`src/rtl/base64_pkg.sv`:
```
// Shared constants and the index-to-character map for the serial Base64 converter.
package base64_pkg;

    // Bits per Base64 symbol.
    localparam int GROUP_W = 6;

    // First index of each alphabet range.
    localparam logic [5:0] IDX_LOWER = 6'd26;
    localparam logic [5:0] IDX_DIGIT = 6'd52;
    localparam logic [5:0] IDX_PLUS  = 6'd62;
    localparam logic [5:0] IDX_SLASH = 6'd63;

    // Maps a 6-bit Base64 index to its ASCII character.
    function automatic logic [7:0] idx_to_ascii(input logic [5:0] idx);
        logic [7:0] ch;
        if (idx < IDX_LOWER) begin
            ch = 8'h41 + {2'b00, idx};
        end else if (idx < IDX_DIGIT) begin
            ch = 8'h61 + {2'b00, idx - IDX_LOWER};
        end else if (idx < IDX_PLUS) begin
            ch = 8'h30 + {2'b00, idx - IDX_DIGIT};
        end else if (idx == IDX_PLUS) begin
            ch = 8'h2B;
        end else begin
            ch = 8'h2F;
        end
        return ch;
    endfunction

endpackage

```
`src/rtl/base64_ascii_lut.sv`:
```
// Combinational Base64 index-to-ASCII map.
// Only instantiated when BASE64_ASCII_EN is defined.
module base64_ascii_lut
    import base64_pkg::*;
(
    input  logic [5:0] idx_i,
    output logic [7:0] ascii_o
);

    // Pure lookup; the caller registers the result.
    assign ascii_o = idx_to_ascii(idx_i);

endmodule

```
`src/rtl/serial_base64_converter.sv`:
```
// Bit-serial to Base64 converter: packs 6 MSB-first bits per symbol and
// strobes complete for one clock when each symbol lands in base64.
// Optional macro BASE64_ASCII_EN adds a registered ASCII character output.
module serial_base64_converter #(
    parameter int GROUP_W = base64_pkg::GROUP_W,
    parameter int CNT_W   = 3
) (
    input  logic               clk,
    input  logic               rst,
    input  logic               din,
`ifdef BASE64_ASCII_EN
    output logic [7:0]         ascii,
`endif
    output logic [GROUP_W-1:0] base64,
    output logic               complete
);

    // Counter value at which the incoming bit is the last of its group.
    localparam logic [CNT_W-1:0] LAST_BIT = CNT_W'(GROUP_W - 1);

    // Only the first GROUP_W-1 bits need storing; the last one comes straight from din.
    logic [GROUP_W-2:0] shift_q, shift_d;
    logic [CNT_W-1:0]   cnt_q, cnt_d;
    logic [GROUP_W-1:0] base64_q, base64_d;
    logic               complete_q, complete_d;

    // Next-state: accumulate bits, publish the group on its final bit.
    always_comb begin
        shift_d    = shift_q;
        cnt_d      = cnt_q;
        base64_d   = base64_q;
        complete_d = 1'b0;
        if (cnt_q == LAST_BIT) begin
            base64_d   = {shift_q, din};
            complete_d = 1'b1;
            cnt_d      = '0;
            shift_d    = '0;
        end else begin
            shift_d = {shift_q[GROUP_W-3:0], din};
            cnt_d   = cnt_q + CNT_W'(1);
        end
    end

    // State registers, cleared immediately whenever rst is low.
    always_ff @(posedge clk or negedge rst) begin
        if (!rst) begin
            shift_q    <= '0;
            cnt_q      <= '0;
            base64_q   <= '0;
            complete_q <= 1'b0;
        end else begin
            shift_q    <= shift_d;
            cnt_q      <= cnt_d;
            base64_q   <= base64_d;
            complete_q <= complete_d;
        end
    end

    assign base64   = base64_q;
    assign complete = complete_q;

`ifdef BASE64_ASCII_EN
    logic [7:0] ascii_q, ascii_d;

    // Character is derived from the next symbol so it lands on the same edge.
    base64_ascii_lut u_ascii_lut (
        .idx_i   (base64_d),
        .ascii_o (ascii_d)
    );

    // ASCII register; reset value 'A' matches base64 = 0.
    always_ff @(posedge clk or negedge rst) begin
        if (!rst) begin
            ascii_q <= 8'h41;
        end else begin
            ascii_q <= ascii_d;
        end
    end

    assign ascii = ascii_q;
`endif

endmodule

```
`config.mk`:
```
export PLATFORM = sky130hd
export DESIGN_NAME = serial_base64_converter
export DESIGN_NICKNAME = d
export VERILOG_FILES = /design/src/rtl/base64_pkg.sv /design/src/rtl/base64_ascii_lut.sv /design/src/rtl/serial_base64_converter.sv
export SDC_FILE = /design/constraint.sdc
export NUM_CORES = 1
export LEC_CHECK = 0
export CAP_MARGIN = 20
export CORE_AREA = 2 2 39 41
export CTS_BUF_LIST = sky130_fd_sc_hd__clkbuf_8 sky130_fd_sc_hd__clkbuf_16
export CTS_CLUSTER_DIAMETER = 150
export DETAILED_ROUTE_END_ITERATION = 10
export DIE_AREA = 0 0 41 43
export MAX_ROUTING_LAYER = met4
export PLACE_DENSITY = 0.66
export SLEW_MARGIN = 40
export SYNTH_ARGS = -nofsm -noshare
export SYNTH_HDL_FRONTEND = slang
export SYNTH_SLANG_ARGS = --single-unit
export TNS_END_PERCENT = 1
```
`constraint.sdc`:
```
create_clock -name clk -period 1.35 [get_ports clk]
set_input_delay 0.27 -clock clk [delete_from_list [all_inputs] [get_ports clk]]
set_output_delay 0.27 -clock clk [all_outputs]
set_load 0.05 [all_outputs]
```
==> flow_metrics.tcl, run 1 <==
set metrics [dict create \
    status "completed" \
    final_max_slew_viol_count 0 \
    tns_ns 0 \
    ctsResizeCount 0 \
    track_usage_pct 12.2 \
    die-height_um 43 \
    rsz0062_at_grt "no" \
    synth.area.top_cells "dfrtp_1, mux2_4, and2_2" \
    sw_frac_of_total_pct 21.1 \
    postCtsSetupBuffers 0 \
    area_delta_synth_final_pct 39.3 \
    fin_nets 51 \
    power_frac_seq_pct 52.0 \
    setup_viol_count_final 0 \
    p_per_area_mw_per_mm2 1160 \
    clock_sinks 15 \
    root_buffer "clkbuf_8" \
    power_frac_comb_pct 11.2 \
    regArea_sq_um 375 \
    synth_top_area_share_pct 66.7 \
    fillers 121 \
    layout-drive-gt1-share_pct 48.9 \
    power.total_mw 0.906 \
    place_ws_ns 0.242 \
    crit_path_start_kind "flip-flop" \
    switchingPower_mw 0.192 \
    route.detailed.drc 0 \
    place.gp.congestion 0.675 \
    viasPerCell 4.51 \
    vdd_ir_drop_max_mv 0.703 \
    multi_input_area_sq_um 169 \
    clock_skew_ns 0.00159 \
    worst_setup_path_end_kind "flip-flop" \
    maxCapViolations 0 \
    final_area_sq_um 785 \
    synth_cell_types 11 \
    routedWlPerCell_um 11.7 \
    hold_viol 0 \
    fin_crit_sh_pct 82.6 \
    final_antenna_net_count 0 \
    worst-path-max-fanout 12 \
    die_w_um 41 \
    syn-mean-instance-area_sq_um 16.6 \
    postSynthCellCount 34 \
    hold_ws_ns 0.343 \
    clkTransAtPathRegs_ns 0.05 \
    synth.ff_latch_count 15 \
    synth_nets 37 \
    drt-initial-drc-count 5 \
    pin_count 10 \
    hold_buffers 0 \
    setup_ws_ns 0.235 \
    tightestPinTransition_ns 0.190 \
    fin_crit_ns 1.12 \
    cts.path.max_buffers 2 \
    vias 284 \
    htreeDepth 1 \
    clock_latency_ns 0.24 \
    numCtsBuffers 3 \
    yosys.area.top_type "dfrtp_1" \
    dp_hpwl_um 554 \
    critPathBufInv 0 \
    crit_family "flip-flops" \
    numPortBuffers 9 \
    cpPeakStageDelay_ns 0.41 \
    placed_area_sq_um 739 \
    grt_overflow 0 \
    internal_power_mw 0.715 \
    initial_core_util_pct 40.7 \
    max_freq_ghz 0.897 \
    p_clk_share_pct 36.8 \
    p_leak_nw 0.390 \
    drt_wl_total_um 736 \
    grt_max_degree 16 \
    seq_area_frac_synth_pct 66.7 \
    cp.required_ns 1.47 \
    antenna_found_initial 0 \
    grt_pass1_wl_mm 1.34 \
    firstDrtPassIters 2 \
    rows 14 \
    diodes 0 \
    core_area_sq_mm 0.00138 \
    cts_tree "built" \
    grt_pass1_vias 313 \
    yosysWarningCount 0 \
    cp_slowest_cell "dfrtp_1" \
    hp-class "input port to async pin" \
    dieArea_sq_mm 0.00176 \
    timing_worst_setup_path_type "flip-flop to flip-flop" \
    cp.arrival_ns 1.24 \
    syn_area_sq_um 563 \
    crit_chain "nand3b_4 > mux2_4" \
    slew_headroom_pct 87.4 \
]
[path summary, 6_finish.rpt]
| check | startpoint | to | slack [ns] | cells past startpoint |
|---|---|---|---|---|
| max | cnt_q[1] | base64[0] | 0.23 | 2 |
| min reg2reg | shift_q[4] | base64[5] | 0.48 | 1 |
| min in group clk | shift_q[4] | base64[5] | 0.48 | 1 |
| max in group asynchronous | rst | base64[3] | 0.84 | 2 |
| max reg2reg | cnt_q[1] | base64[0] | 0.23 | 2 |
| min | rst | cnt_q[2] | 0.34 | 2 |
[metal layers]
layer  track usage [%]  share of wire (%)  wire length [um]
met1              16.3                 45               328
met2              15.9                 49               363
met3              4.71                6.0                44
met4              6.00                  0                 0
met5                 -                  0                 0
[synthesized netlist by cell type (all sizes together)]
cell type,number
mux2,6
a21o,1
nor3b,1
nand3b,1
dfrtp,15
mux2i,1
and2,5
inv,2
nand2,1
buf,1
[worst reg2reg max path: cells and delay by family, from the launching register on]
| family | cells | cell delay, ns |
|---|---|---|
| DFF | 1 | 0.41 |
| muxes | 1 | 0.34 |
| and+or+nand+nor | 1 | 0.26 |
[cell type report]
cell class                      count  area share (%)
Multi-Input combinational cell     16            21.5
Clock buffer                        3            5.26
Sequential cell                    15            47.8
Inverter                            2           0.957
Clock inverter                      1           0.478
Timing Repair Buffer               10            21.4
Tap cell                           16            2.55
[kinds of logic (layout without fill, tap and decap cells)]
logic type,after synthesis,after routing,synth area share (%)
compound gates,1,1,1.33
buf+inv,3,16,3.33
flops,15,15,66.7
mux,7,7,16.4
simple gates,8,8,12.2
[placed cells by master, fill, tap and decap left out, drive strengths merged]
cell type       n
a21o            1
and2            5
buf             8
clkbuf          3
clkdlybuf4s50   2
dfrtp          15
inv             3
mux2            6
mux2i           1
nand2           1
nand3b          1
nor3b           1
[metrics by stage]
stage | util, % | instances
6_report | 56.7 | 63
3_5_place_dp | 53.4 | 59
4_1_cts | 56.7 | 63
2_1_floorplan | - | 34
5_1_grt | 56.7 | 63
3_3_place_gp | 53.4 | 59
[power groups by stage]
stage               Combinational, mW  Sequential [mW]  Clock, mW
global placement                0.102            0.479          0
floorplan                      0.0137            0.506          0
CTS                             0.103            0.472      0.344
global route                    0.107            0.473      0.374
detailed placement              0.103            0.480          0
finish                          0.101            0.472      0.333
[registers in the layout, indices dropped and copies added (netlist names)]
name,flops
base64,6
shift_q,5
cnt_q,3
complete,1
Note: power is estimated with default switching activity, not from simulation.
==> inputs of run 2 (changes only) <==
Settings changed: CORE_AREA 2 2 39 41 to not set, CORE_MARGIN set to 2, CORE_UTILIZATION set to 43, DIE_AREA 0 0 41 43 to not set, PLACE_DENSITY 0.66 to 0.7.
Clock period 1.35 ns to 1 ns, I/O delays scaled along.
==> flow_metrics.tcl, run 2 (same netlist as run 1, synthesis figures left out) <==
set metrics [dict create \
    layout-drive-gt1-share_pct 56.6 \
    numPortBuffers 9 \
    timing_worst_setup_path_type "flip-flop to flip-flop" \
    m1WireLength_um 382 \
    die-height_um 40.2 \
    grt_overflow 0 \
    tns_ns -0.352 \
    cts.path.max_buffers 2 \
    final_area_sq_um 833 \
    final_antenna_net_count 0 \
    grt_pass1_wl_mm 1.38 \
    grt_pass1_vias 323 \
    slew_headroom_pct 87.3 \
    place_ws_ns -0.0772 \
    core_area_sq_mm 0.00127 \
    final_common_cell "dfrtp_1" \
    crit_path_start_kind "flip-flop" \
    area_delta_synth_final_pct 48.0 \
    status "finished, violations left" \
    hp-class "input port to async pin" \
    power.total_mw 1.24 \
    cp_slowest_cell "dfrtp_1" \
    mostFrequentLayoutCells "dfrtp_1, buf_12, buf_4" \
    pin_count 10 \
    hold_buffers 0 \
    viasPerCell 4.60 \
    violations "setup timing" \
    max_freq_ghz 0.948 \
    rsz0062_at_grt "yes" \
    cpPeakStageDelay_ns 0.40 \
    wl_met3_um 44 \
    tightestPinTransition_ns 0.191 \
    worst-path-max-fanout 6 \
    worst_setup_path_end_kind "flip-flop" \
    dieArea_sq_mm 0.00161 \
    cts_tree "built" \
    dp_hpwl_um 627 \
    placed_area_sq_um 761 \
    drt-initial-drc-count 5 \
    fin_nets 57 \
    ctsResizeCount 0 \
    root_buffer "clkbuf_8" \
    timing.rr.start "cnt_q[1]" \
    routedWlPerCell_um 13.0 \
    place.gp.congestion 0.698 \
    drt_wl_total_um 885 \
    grt_max_degree 16 \
    r2r_slack_ns -0.05 \
    clkTransAtPathRegs_ns 0.06 \
    track_usage_pct 13.5 \
    instances_no_fill 68 \
    vias 313 \
    htreeDepth 1 \
    hold_ws_ns 0.274 \
    post-route-util_pct 65.7 \
    cp.arrival_ns 1.18 \
    reg2reg_depth 2 \
    route.detailed.drc 0 \
    p_per_area_mw_per_mm2 1490 \
    largest_reg_flops 6 \
    setup_viol_count_final 16 \
    fin_crit_ns 1.05 \
    vdd_ir_drop_max_mv 0.946 \
    top_layer_used "met3" \
    p_leak_nw 0.414 \
    final_max_slew_viol_count 0 \
    cp.required_ns 1.12 \
    rows 13 \
    diodes 0 \
    dp_cells 61 \
    crit_path_start "cnt_q[1]" \
    hold_viol 0 \
    numCtsBuffers 3 \
    setup_ws_ns -0.0546 \
    firstDrtPassIters 3 \
    wl_met2_um 458 \
    crit_chain "nand3b_4 > mux2_4" \
    antenna_found_initial 0 \
    die_w_um 40.2 \
    maxCapViolations 0 \
    clock_latency_ns 0.24 \
    initial_core_util_pct 44.4 \
    r2r_end "base64[0]" \
    clock_sinks 15 \
    clock_skew_ns 0.00266 \
    fin_crit_sh_pct 105 \
]
==> run 2: cell types whose count changed in the layout (fill, tap and decap cells not counted), sizes merged <==
cell | previous run | this run
buf | 8 | 13
clkinv | 0 | 1
inv | 3 | 2
nand3b | 1 | 2
==> run 2: worst max-delay path: cells and delay by family (launching register included) <==
kind             cells  cell delay [ns]
multiplexers         1             0.32
flip-flops           1             0.40
AND/OR/NAND/NOR      1             0.22
==> run 2: worst max path at each step <==
stage	slack (ns)	cells past startpoint	endpoint
2_1_floorplan	-0.1	3	base64[0]
5_1_grt	-0.09	2	base64[0]
3_5_place_dp	-0.08	2	base64[0]
6_report	-0.05	2	base64[0]
4_1_cts	-0.06	2	base64[0]
3_3_place_gp	-0.04	2	base64[5]
==> run 2: what timing repair did <==
item                                    in CTS  in global routing
buffers inserted                             2                  0
endpoints found under the setup margin      12                 18
gates cloned                                 1                  0
pin swaps                                    1                  0
==> run 2: layout make-up <==
| class | instances | area, sq um |
|---|---|---|
| clock buffers | 3 | 41.3 |
| clock inverters | 1 | 5.00 |
| fillers | 91 | 435 |
| inverters | 2 | 7.51 |
| multi-input cells | 17 | 180 |
| flip-flops and latches | 15 | 375 |
| well taps | 15 | 18.8 |
| repair buffers | 15 | 205 |
==> run 2: report_power, final <==
part	internal [mW]	switching, mW	total, mW
clock network	0.275	0.191	0.466
registers	0.622	0.0152	0.637
logic	0.0719	0.0669	0.139
==> run 2: per-layer routing <==
layer,global-route usage [%],up-vias
met4,5.00,0
met3,1.67,0
met1,17.6,153
li1,-,151
met2,21.8,9
met5,-,-
